`config.mk`:
```
export PLATFORM = sky130hd
export DESIGN_NAME = matmul_feeder
export DESIGN_NICKNAME = d
export VERILOG_FILES = /design/src/rtl/matmul_pkg.sv /design/src/rtl/matmul_skew_lane.sv /design/src/rtl/matmul_feeder.sv
export SDC_FILE = /design/constraint.sdc
export NUM_CORES = 2
export LEC_CHECK = 0
export BUFFER_PORTS_ARGS = -buffer_cell sky130_fd_sc_hd__buf_2
export CAP_MARGIN = 20
export CORE_MARGIN = 5
export CORE_UTILIZATION = 45
export CTS_BUF_LIST = sky130_fd_sc_hd__clkbuf_8 sky130_fd_sc_hd__clkbuf_16
export DETAILED_ROUTE_END_ITERATION = 10
export HOLD_SLACK_MARGIN = 0.03
export SYNTH_ARGS = -nofsm -noshare
export SYNTH_HDL_FRONTEND = slang
export SYNTH_SLANG_ARGS = --single-unit
```
`constraint.sdc`:
```
create_clock -name clk -period 54.1 [get_ports clk]
set_input_delay 5.41 -clock clk [delete_from_list [all_inputs] [get_ports clk]]
set_output_delay 5.41 -clock clk [all_outputs]
set_load 0.005 [all_outputs]
```
`src/rtl/matmul_pkg.sv`:
```
// Shared widths, FSM states and lane packing helpers for the 4x4 matmul feeder.
// Lane k of a 128-bit row sits at bits [127-32k -: 32].
package matmul_pkg;
    localparam int N      = 4;
    localparam int ELEM_W = 32;
    localparam int ROW_W  = N * ELEM_W;

    typedef enum logic [2:0] {IDLE, START, STREAM, DRAIN, READ, DONE} state_t;

    function automatic logic [ELEM_W-1:0] getLane(input logic [ROW_W-1:0] row, input logic [1:0] k);
        return row[ROW_W - 1 - ELEM_W * int'(k) -: ELEM_W];
    endfunction

    function automatic logic [ROW_W-1:0] setLane(input logic [ROW_W-1:0] row, input logic [1:0] k,
                                                 input logic [ELEM_W-1:0] v);
        logic [ROW_W-1:0] res;
        res = row;
        res[ROW_W - 1 - ELEM_W * int'(k) -: ELEM_W] = v;
        return res;
    endfunction
endpackage

```
`src/rtl/matmul_skew_lane.sv`:
```
// Picks element (t - LANE) of a 4-element vector, or 0 when that index falls outside 0..3.
// Purely combinational.
module matmul_skew_lane
    import matmul_pkg::*;
#(
    parameter int LANE = 0
) (
    input  logic [2:0]        t,
    input  logic [ROW_W-1:0]  vec,
    output logic [ELEM_W-1:0] elem
);
    logic [3:0] k;

    // Negative offsets wrap to values >= 4 and are therefore zeroed too.
    always_comb begin
        k    = {1'b0, t} - 4'(LANE);
        elem = (k < 4'(N)) ? getLane(vec, k[1:0]) : '0;
    end
endmodule

```
`src/rtl/matmul_feeder.sv`:
```
// Feeds skewed L/R lanes to the 4x4 systolic FU and collects D = L x R; done at cycle 8+DRAIN_CYCLES+4 after start.
// No backpressure: a READ cycle without output_rdy leaves D untouched and sets sticky err. MATMUL_FEEDER_ACCUM_EN makes READ accumulate into D.
module matmul_feeder
    import matmul_pkg::*;
#(
    parameter int DRAIN_CYCLES = 4,
    parameter int READ_BASE    = 7
) (
    input  logic               clk,
    input  logic               rst,
    input  logic               wr_en,
    input  logic               wr_sel,
    input  logic [1:0]         wr_row,
    input  logic [ROW_W-1:0]   wr_data,
    input  logic               start,
    input  logic [1:0]         rd_row,
    output logic [ROW_W-1:0]   rd_data,
    output logic               busy,
    output logic               done,
    output logic               err,
    output logic               input_start,
    output logic [ROW_W-1:0]   inA_flat,
    output logic [ROW_W-1:0]   inB_flat,
    output logic [3:0]         counter,
    input  logic [ROW_W-1:0]   outD_flat,
    input  logic               output_rdy
);
    localparam logic [7:0] STREAM_LAST = 8'(2 * N - 2);

    state_t             state;
    logic [7:0]         cnt;
    logic [ROW_W-1:0]   lBuf [N];
    logic [ROW_W-1:0]   rBuf [N];
    logic [ROW_W-1:0]   dBuf [N];
    logic [ROW_W-1:0]   rCols [N];
    logic [ELEM_W-1:0]  skewA [N];
    logic [ELEM_W-1:0]  skewB [N];
    logic [ELEM_W-1:0]  colVal [N];
    logic [2:0]         tNext;
    logic               laneVld;
    logic [1:0]         readCol;

    // Lanes are registered, so the skew muxes look one stream step ahead.
    assign tNext   = (state == START) ? 3'd0 : cnt[2:0] + 3'd1;
    assign laneVld = (state == START) || (state == STREAM && cnt != STREAM_LAST);
    assign readCol = cnt[1:0];
    assign rd_data = dBuf[rd_row];

    for (genvar g = 0; g < N; g++) begin : gLane
        for (genvar k = 0; k < N; k++) begin : gCol
            assign rCols[g][ROW_W - 1 - ELEM_W * k -: ELEM_W] = rBuf[k][ROW_W - 1 - ELEM_W * g -: ELEM_W];
        end
        matmul_skew_lane #(.LANE(g)) uSkewA (.t(tNext), .vec(rCols[g]), .elem(skewA[g]));
        matmul_skew_lane #(.LANE(g)) uSkewB (.t(tNext), .vec(lBuf[g]),  .elem(skewB[g]));
    end

    always_comb begin
        for (int r = 0; r < N; r++) begin
`ifdef MATMUL_FEEDER_ACCUM_EN
            colVal[r] = getLane(dBuf[r], readCol) + getLane(outD_flat, 2'(r));
`else
            colVal[r] = getLane(outD_flat, 2'(r));
`endif
        end
    end

    always_ff @(posedge clk) begin
        if (rst) begin
            state       <= IDLE;
            cnt         <= '0;
            busy        <= 1'b0;
            done        <= 1'b0;
            input_start <= 1'b0;
            counter     <= '0;
            err         <= 1'b0;
        end else begin
            done        <= 1'b0;
            input_start <= 1'b0;
            counter     <= '0;
            case (state)
                IDLE: if (start) begin
                    state       <= START;
                    busy        <= 1'b1;
                    input_start <= 1'b1;
                    err         <= 1'b0;
                end
                START: begin
                    state <= STREAM;
                    cnt   <= '0;
                end
                STREAM: if (cnt == STREAM_LAST) begin
                    state <= DRAIN;
                    cnt   <= '0;
                end else begin
                    cnt <= cnt + 8'd1;
                end
                DRAIN: if (cnt == 8'(DRAIN_CYCLES - 1)) begin
                    state   <= READ;
                    cnt     <= '0;
                    counter <= 4'(READ_BASE);
                end else begin
                    cnt <= cnt + 8'd1;
                end
                READ: begin
                    if (!output_rdy) err <= 1'b1;
                    if (readCol == 2'(N - 1)) begin
                        state <= DONE;
                        done  <= 1'b1;
                    end else begin
                        cnt     <= cnt + 8'd1;
                        counter <= 4'(READ_BASE + int'(readCol) + 1);
                    end
                end
                DONE: begin
                    state <= IDLE;
                    busy  <= 1'b0;
                end
                default: state <= IDLE;
            endcase
        end
    end

    always_ff @(posedge clk) begin
        if (rst) begin
            inA_flat <= '0;
            inB_flat <= '0;
        end else begin
            for (int g = 0; g < N; g++) begin
                inA_flat[ROW_W - 1 - ELEM_W * g -: ELEM_W] <= laneVld ? skewA[g] : '0;
                inB_flat[ROW_W - 1 - ELEM_W * g -: ELEM_W] <= laneVld ? skewB[g] : '0;
            end
        end
    end

    always_ff @(posedge clk) begin
        if (rst) begin
            for (int r = 0; r < N; r++) begin
                lBuf[r] <= '0;
                rBuf[r] <= '0;
                dBuf[r] <= '0;
            end
        end else begin
            if (wr_en && state == IDLE) begin
                if (wr_sel) rBuf[wr_row] <= wr_data;
                else        lBuf[wr_row] <= wr_data;
            end
            if (state == READ && output_rdy) begin
                for (int r = 0; r < N; r++) dBuf[r] <= setLane(dBuf[r], readCol, colVal[r]);
            end
        end
    end
endmodule

```
---- Word level (Yosys, flattened, before mapping) ----
Memories as Yosys holds them, arrays and structs flattened.
Cells that the tools add are included.
word-level totals
  bits in registers ....................... 275
  output and inout port bits .............. 392
  bits in writable memories ............... 1536
  bits of input ports ..................... 266
  word-level logic and storage cells ...... 141
  memories ................................ 3
memories
  memory  depth  width  read ports  clocked after memory_dff  write ports  RTL line             text
  dBuf    4      128    5           0                         4            matmul_feeder.sv:34  logic [ROW_W-1:0] dBuf [N];
  lBuf    4      128    4           0                         4            matmul_feeder.sv:32  logic [ROW_W-1:0] lBuf [N];
  rBuf    4      128    4           0                         4            matmul_feeder.sv:33  logic [ROW_W-1:0] rBuf [N];
operators by class
  add/sub/neg operators ................... 13
  mux-type cells .......................... 47
  shift operators ......................... 13
  $lt $le $gt $ge ......................... 4
  bitwise logic cells ..................... 11
  equal/unequal tests ..................... 15
  reductions and logical operators ........ 20
operators by type and width
  operator                     count
  $shiftx A159 B32 Y32         8
  $mux W128                    6
  $shiftx A32 B33 Y159         4
  $bwmux W128                  4
  $reduce_or A128 Y1           2
  $shift A32 B33 Y159 const A  1
  $sub A7 B7 Y8 const A        5
  $neg A8 Y33                  1
  $pmux W8 S4                  1
  $mux W8                      3
  $mux W1                      20
  $mux W3                      6
  $pmux W3 S5                  1
  $lt A4 B3 Y1 const B         3
  $reduce_or A3 Y1             4
  $ne A2 B2 Y1 const B         5
  $add A8 B1 Y8 const B        1
  $eq A8 B2 Y1 const B         1
  $eq A8 B3 Y1 const B         1
  $ne A8 B3 Y1 const B         1
  $pmux W4 S2                  1
  $sub A3 B2 Y4 const B        2
  $not A1 Y1                   7
  $eq A3 B2 Y1 const B         2
  22 further kinds             33

---- Longest topological paths before layout ----
  depth after elaboration ................. 7
  mapped depth ............................ 15
  mapped depth without buffers ............ 9

---- Modules after synthesis ----
From an unflattened synthesis, not the netlist that was laid out.
second synthesis, totals
  cells, all modules ...................... 6226
  area, all modules ....................... 79453.7 um2
modules (own cells, without submodules)
  module                                  sequential area each (um2)  cells an instance  area an instance (um2)  instances
  matmul_feeder                           51629.5                     5484               71108.2                 1
  matmul_skew_lane (gLane[1].uSkewA ...)  0.0                         81                 1102.3                  2
  matmul_skew_lane (gLane[3].uSkewA ...)  0.0                         80                 1087.3                  2
  matmul_skew_lane (gLane[2].uSkewA ...)  0.0                         98                 992.2                   2
  matmul_skew_lane (gLane[0].uSkewA ...)  0.0                         112                991.0                   2

---- Least setup slack after synthesis ----
OpenSTA, ideal clock, no wires.
  path type ............................... input-to-reg
  from .................................... input port output_rdy
  to ...................................... memory dBuf[0][0] in the netlist's numbering (enable)
  buffers on the path ..................... 0
  data required time ...................... 52.002 ns
  setup time .............................. 2.098 ns
  cell stages on the path ................. 2
  data arrival time ....................... 40.990 ns
  setup slack ............................. 11.011 ns
  cell sequence ........................... inv_1 > o21ai_0
RTL lines
  element             RTL line             text
  start: declaration  matmul_feeder.sv:26  input logic output_rdy
  end: declaration    matmul_feeder.sv:34

---- Final worst setup path ----
  from .................................... input port rd_row[0]
  to ...................................... output port rd_data[123]
on the way
  word-level cells in the longest chain between the ends .. 1
ends and longest elaborated chain
  element             RTL line             text
  start: declaration  matmul_feeder.sv:16  input logic [1:0] rd_row,
  $mem_v2 Z4 W128     --
  end: declaration    matmul_feeder.sv:17  output logic [ROW_W-1:0] rd_data,
Every way passes these cells.

==> impl_results.md <==
- Post-CTS setup buffer count: 0
- Largest net degree at the start of global routing: 237
- Number of filler cells placed in the layout: 15030
- Die Ht: 430.4 um
- Critical path's slowest cell: mux4_2
- Multi-input logic area: 26050 sq um
- Area taken by flip-flops and latches: 51630 sq um
- Crit path max-delay family: buffers and inverters
- Total Power: 3391 uW
- Post-synthesis sequential area ratio: 64.92%
- Sink Count: 1811
- Worst Path Arrival: 7.66 ns
- Core Area: 175900 sq um
- Buf+Inv Stages, Crit Path: 4
- Post-Synth Simple-Gate Area: 18.38%
- Clock Path Buffers: 3
- Final instance area: 91280 sq um
- Slew headroom: 15.67%
- Main synth FF type: edfxtp_1
- Post-CTS sizing: 0
- Post-synthesis compound-gate area fraction: 7.912%
- Placement Cell Area: 84660 sq um
- Setup TNS: 0 ns
- Fmax: 76.49 MHz
- Root Driver: clkbuf_16
- H-tree depth: 4
- Cts bufs inserted: 194
- Synth Instances: 6179
- FP Rows: 154
- Grt total ovfl: 0
- Leak Pwr: 0.03378 uW
- First-pass GRT wire length: 354400 um
- Fin Clk Skew: 0.04167 ns
- Port buffer count: 657
- Pre-antenna DRT Iters: 6
- Post-Syn Area per Cell: 12.87 sq um
- Critical path class: in2out
- Commonest non-fill, non-tap cell in the layout: edfxtp_1
- Xor and xnor area share after synthesis: 0.08810%
- Most frequent cells in the layout: 1536 x edfxtp_1, 1027 x and2_1, 708 x nor2b_1
- Largest family of logic cells by synthesized area: simple AND/OR/NAND/NOR gates
- Number of flops mapped to enable cells by yosys: 1536
- Status: finished, final reports clean
- Hold buffers post-CTS: 0
- Top post-synthesis cells by area: edfxtp_1 58%, and2_1 8.1%, dfxtp_1 6.9%
- Via/cell ratio: 5.674
- CP max FO: 77
- Via Count: 52140
- Largest stage delay on the critical path: 0.60 ns
- Post-synthesis mux area share: 5.903%
- Worst-margin pin slew: 1.265 ns
- Max cap viols: 0
- Die area: 185200 sq um
- Final nets: 6897
- Number of global-route vias before repair: 49920
- Post-Synth Adder-Cell Area: 0.1101%
- Area growth syn-to-layout: 14.78%
- GRT Overall Usage: 25.67%
- Synth cell types: 61
- Share of cells above drive strength 1: 19.22%
- CP startpoint kind: input port
- Area leader, netlist: edfxtp_1
- Worst skew pair latency: 0.85 ns
- Slew Viols, Final: 0
- Crit path time final: 13.07 ns
- Yosys warns: 0
- Async SR Flop Fraction: 0%
- Peak supply drop: 0.00002961 V
- Final ANT Viol Nets: 0
- Initial antenna violation count: 71
- Post-route DRC: 0
- Hold Path Class: reg2reg
- CP Cell Sequence: clkbuf_8 > buf_4 > buf_16 > mux4_2 > buf_2
- Top-area cell type share of the netlist area: 58.00%
- Final worst slack: 41.03 ns
- Clk pin slew, worst setup/hold paths: 0.06 ns
- Synth Cell Area: 79530 sq um
- Syn Nets: 6452
- DIE WIDTH: 430.4 um
- Hpwl dp: 148100 um
- Pre-CTS setup slack: 40.77 ns
- Period utilization: 24.17%
- DRT iter0 DRCs: 5990
- Initial Util: 45.21%
- CTS tree: built
- Wire per inst: 26.71 um
- Critical Path RT: 48.69 ns
- Final setup viols: 0
- FF+latch count, synth: 1811
- Power per cell area: 37.15 nW/um^2
- Final Hold Viols: 0
- I/O pin count: 658
- Unrepaired setup endpoints after global routing: no
- Crit end category: primary output
- Routability cong.: 0.9192
- Post-Route WL: 245400 um
[cells in the mapped netlist (all sizes together) (3+ instances only)]
cell    instances
nor3            6
a211o          49
ha              7
nor2b         708
nand3          54
edfxtp       1536
xnor2           7
and3            7
nand2         267
nor3b          18
a311oi        129
nand3b          3
dfxtp         275
o31ai           4
buf           111
nor2          532
nor4b           3
and2         1029
mux4          208
a21oi         519
a22oi          48
inv            10
nand2b          6
or3b            3
clkbuf        382
o21ai          55
a211oi        181
[sequential cells by signal, summed over array words and instances (netlist names)]
signal and count:
input_start 1, busy 1, dBuf 512, inA_flat 128, state 3, inB_flat 128, counter 4, err 1
lBuf 512, done 1, rBuf 512, cnt 8
[through the flow]
step | instances | hold slack [ns] | util [%]
CTS | 9132 | 0.5201 | 51.78
finish | 9189 | 0.5156 | 51.89
detailed placement | 8766 | 0.5070 | 48.12
global placement | 8765 | 0.4895 | 48.11
floorplan | 6179 | 0.5010 | -
global route | 9163 | 0.5608 | 51.85
[metal layers]
| layer | vias up | GRT usage, % | wire [um] |
|---|---|---|---|
| met5 | - | 0 | 112 |
| met4 | 18 | 11.26 | 10730 |
| met3 | 400 | 5.183 | 20770 |
| met2 | 2378 | 40.03 | 114600 |
| met1 | 26220 | 35.06 | 99180 |
| li1 | 23120 | - | - |
[kinds of logic (layout without fill, tap and decap cells)]
kind of cell	after synthesis	in the layout
and+or+nand+nor	2647	2647
DFF	1811	1811
AOI/OAI and AO/OA	993	993
buffers and inverters	504	1119
muxes	209	209
xor gates and xnor gates	8	8
adders and majority gates	7	7
other	0	55
[layout make-up]
cell class	count	area share [%]
Sequential cell	1811	56.56
Multi-Input combinational cell	3864	28.54
Clock buffer	232	5.965
Timing Repair Buffer	742	4.434
Tap cell	2340	3.207
Clock inverter	134	1.080
Antenna cell	55	0.1508
Inverter	11	0.06168
[final timing paths]
check | slack [ns] | cells after the start | start | end
max | 41.03 | 5 | rd_row[0] | rd_data[123]
max reg2reg | 48.68 | 7 | state[2] | rBuf[0][70]
min reg2reg | 0.52 | 2 | busy | busy
min | 0.52 | 2 | busy | busy
[worst min-delay path, delay by kind of cell (launching register included)]
family | cells | cell delay (ns)
DFF | 1 | 0.34
and+or+nand+nor | 1 | 0.07
AOI/OAI and AO/OA | 1 | 0.06
[report_power, final]
| part | internal, uW | leakage [uW] | switching (uW) | total (uW) |
|---|---|---|---|---|
| Sequential | 1570 | 0.0181 | 30.1 | 1600 |
| Clock | 755 | 0.00334 | 570 | 1330 |
| Combinational | 151 | 0.0123 | 310 | 461 |
| Total | 2480 | 0.0338 | 910 | 3390 |
(Power assumes the default switching activity.)
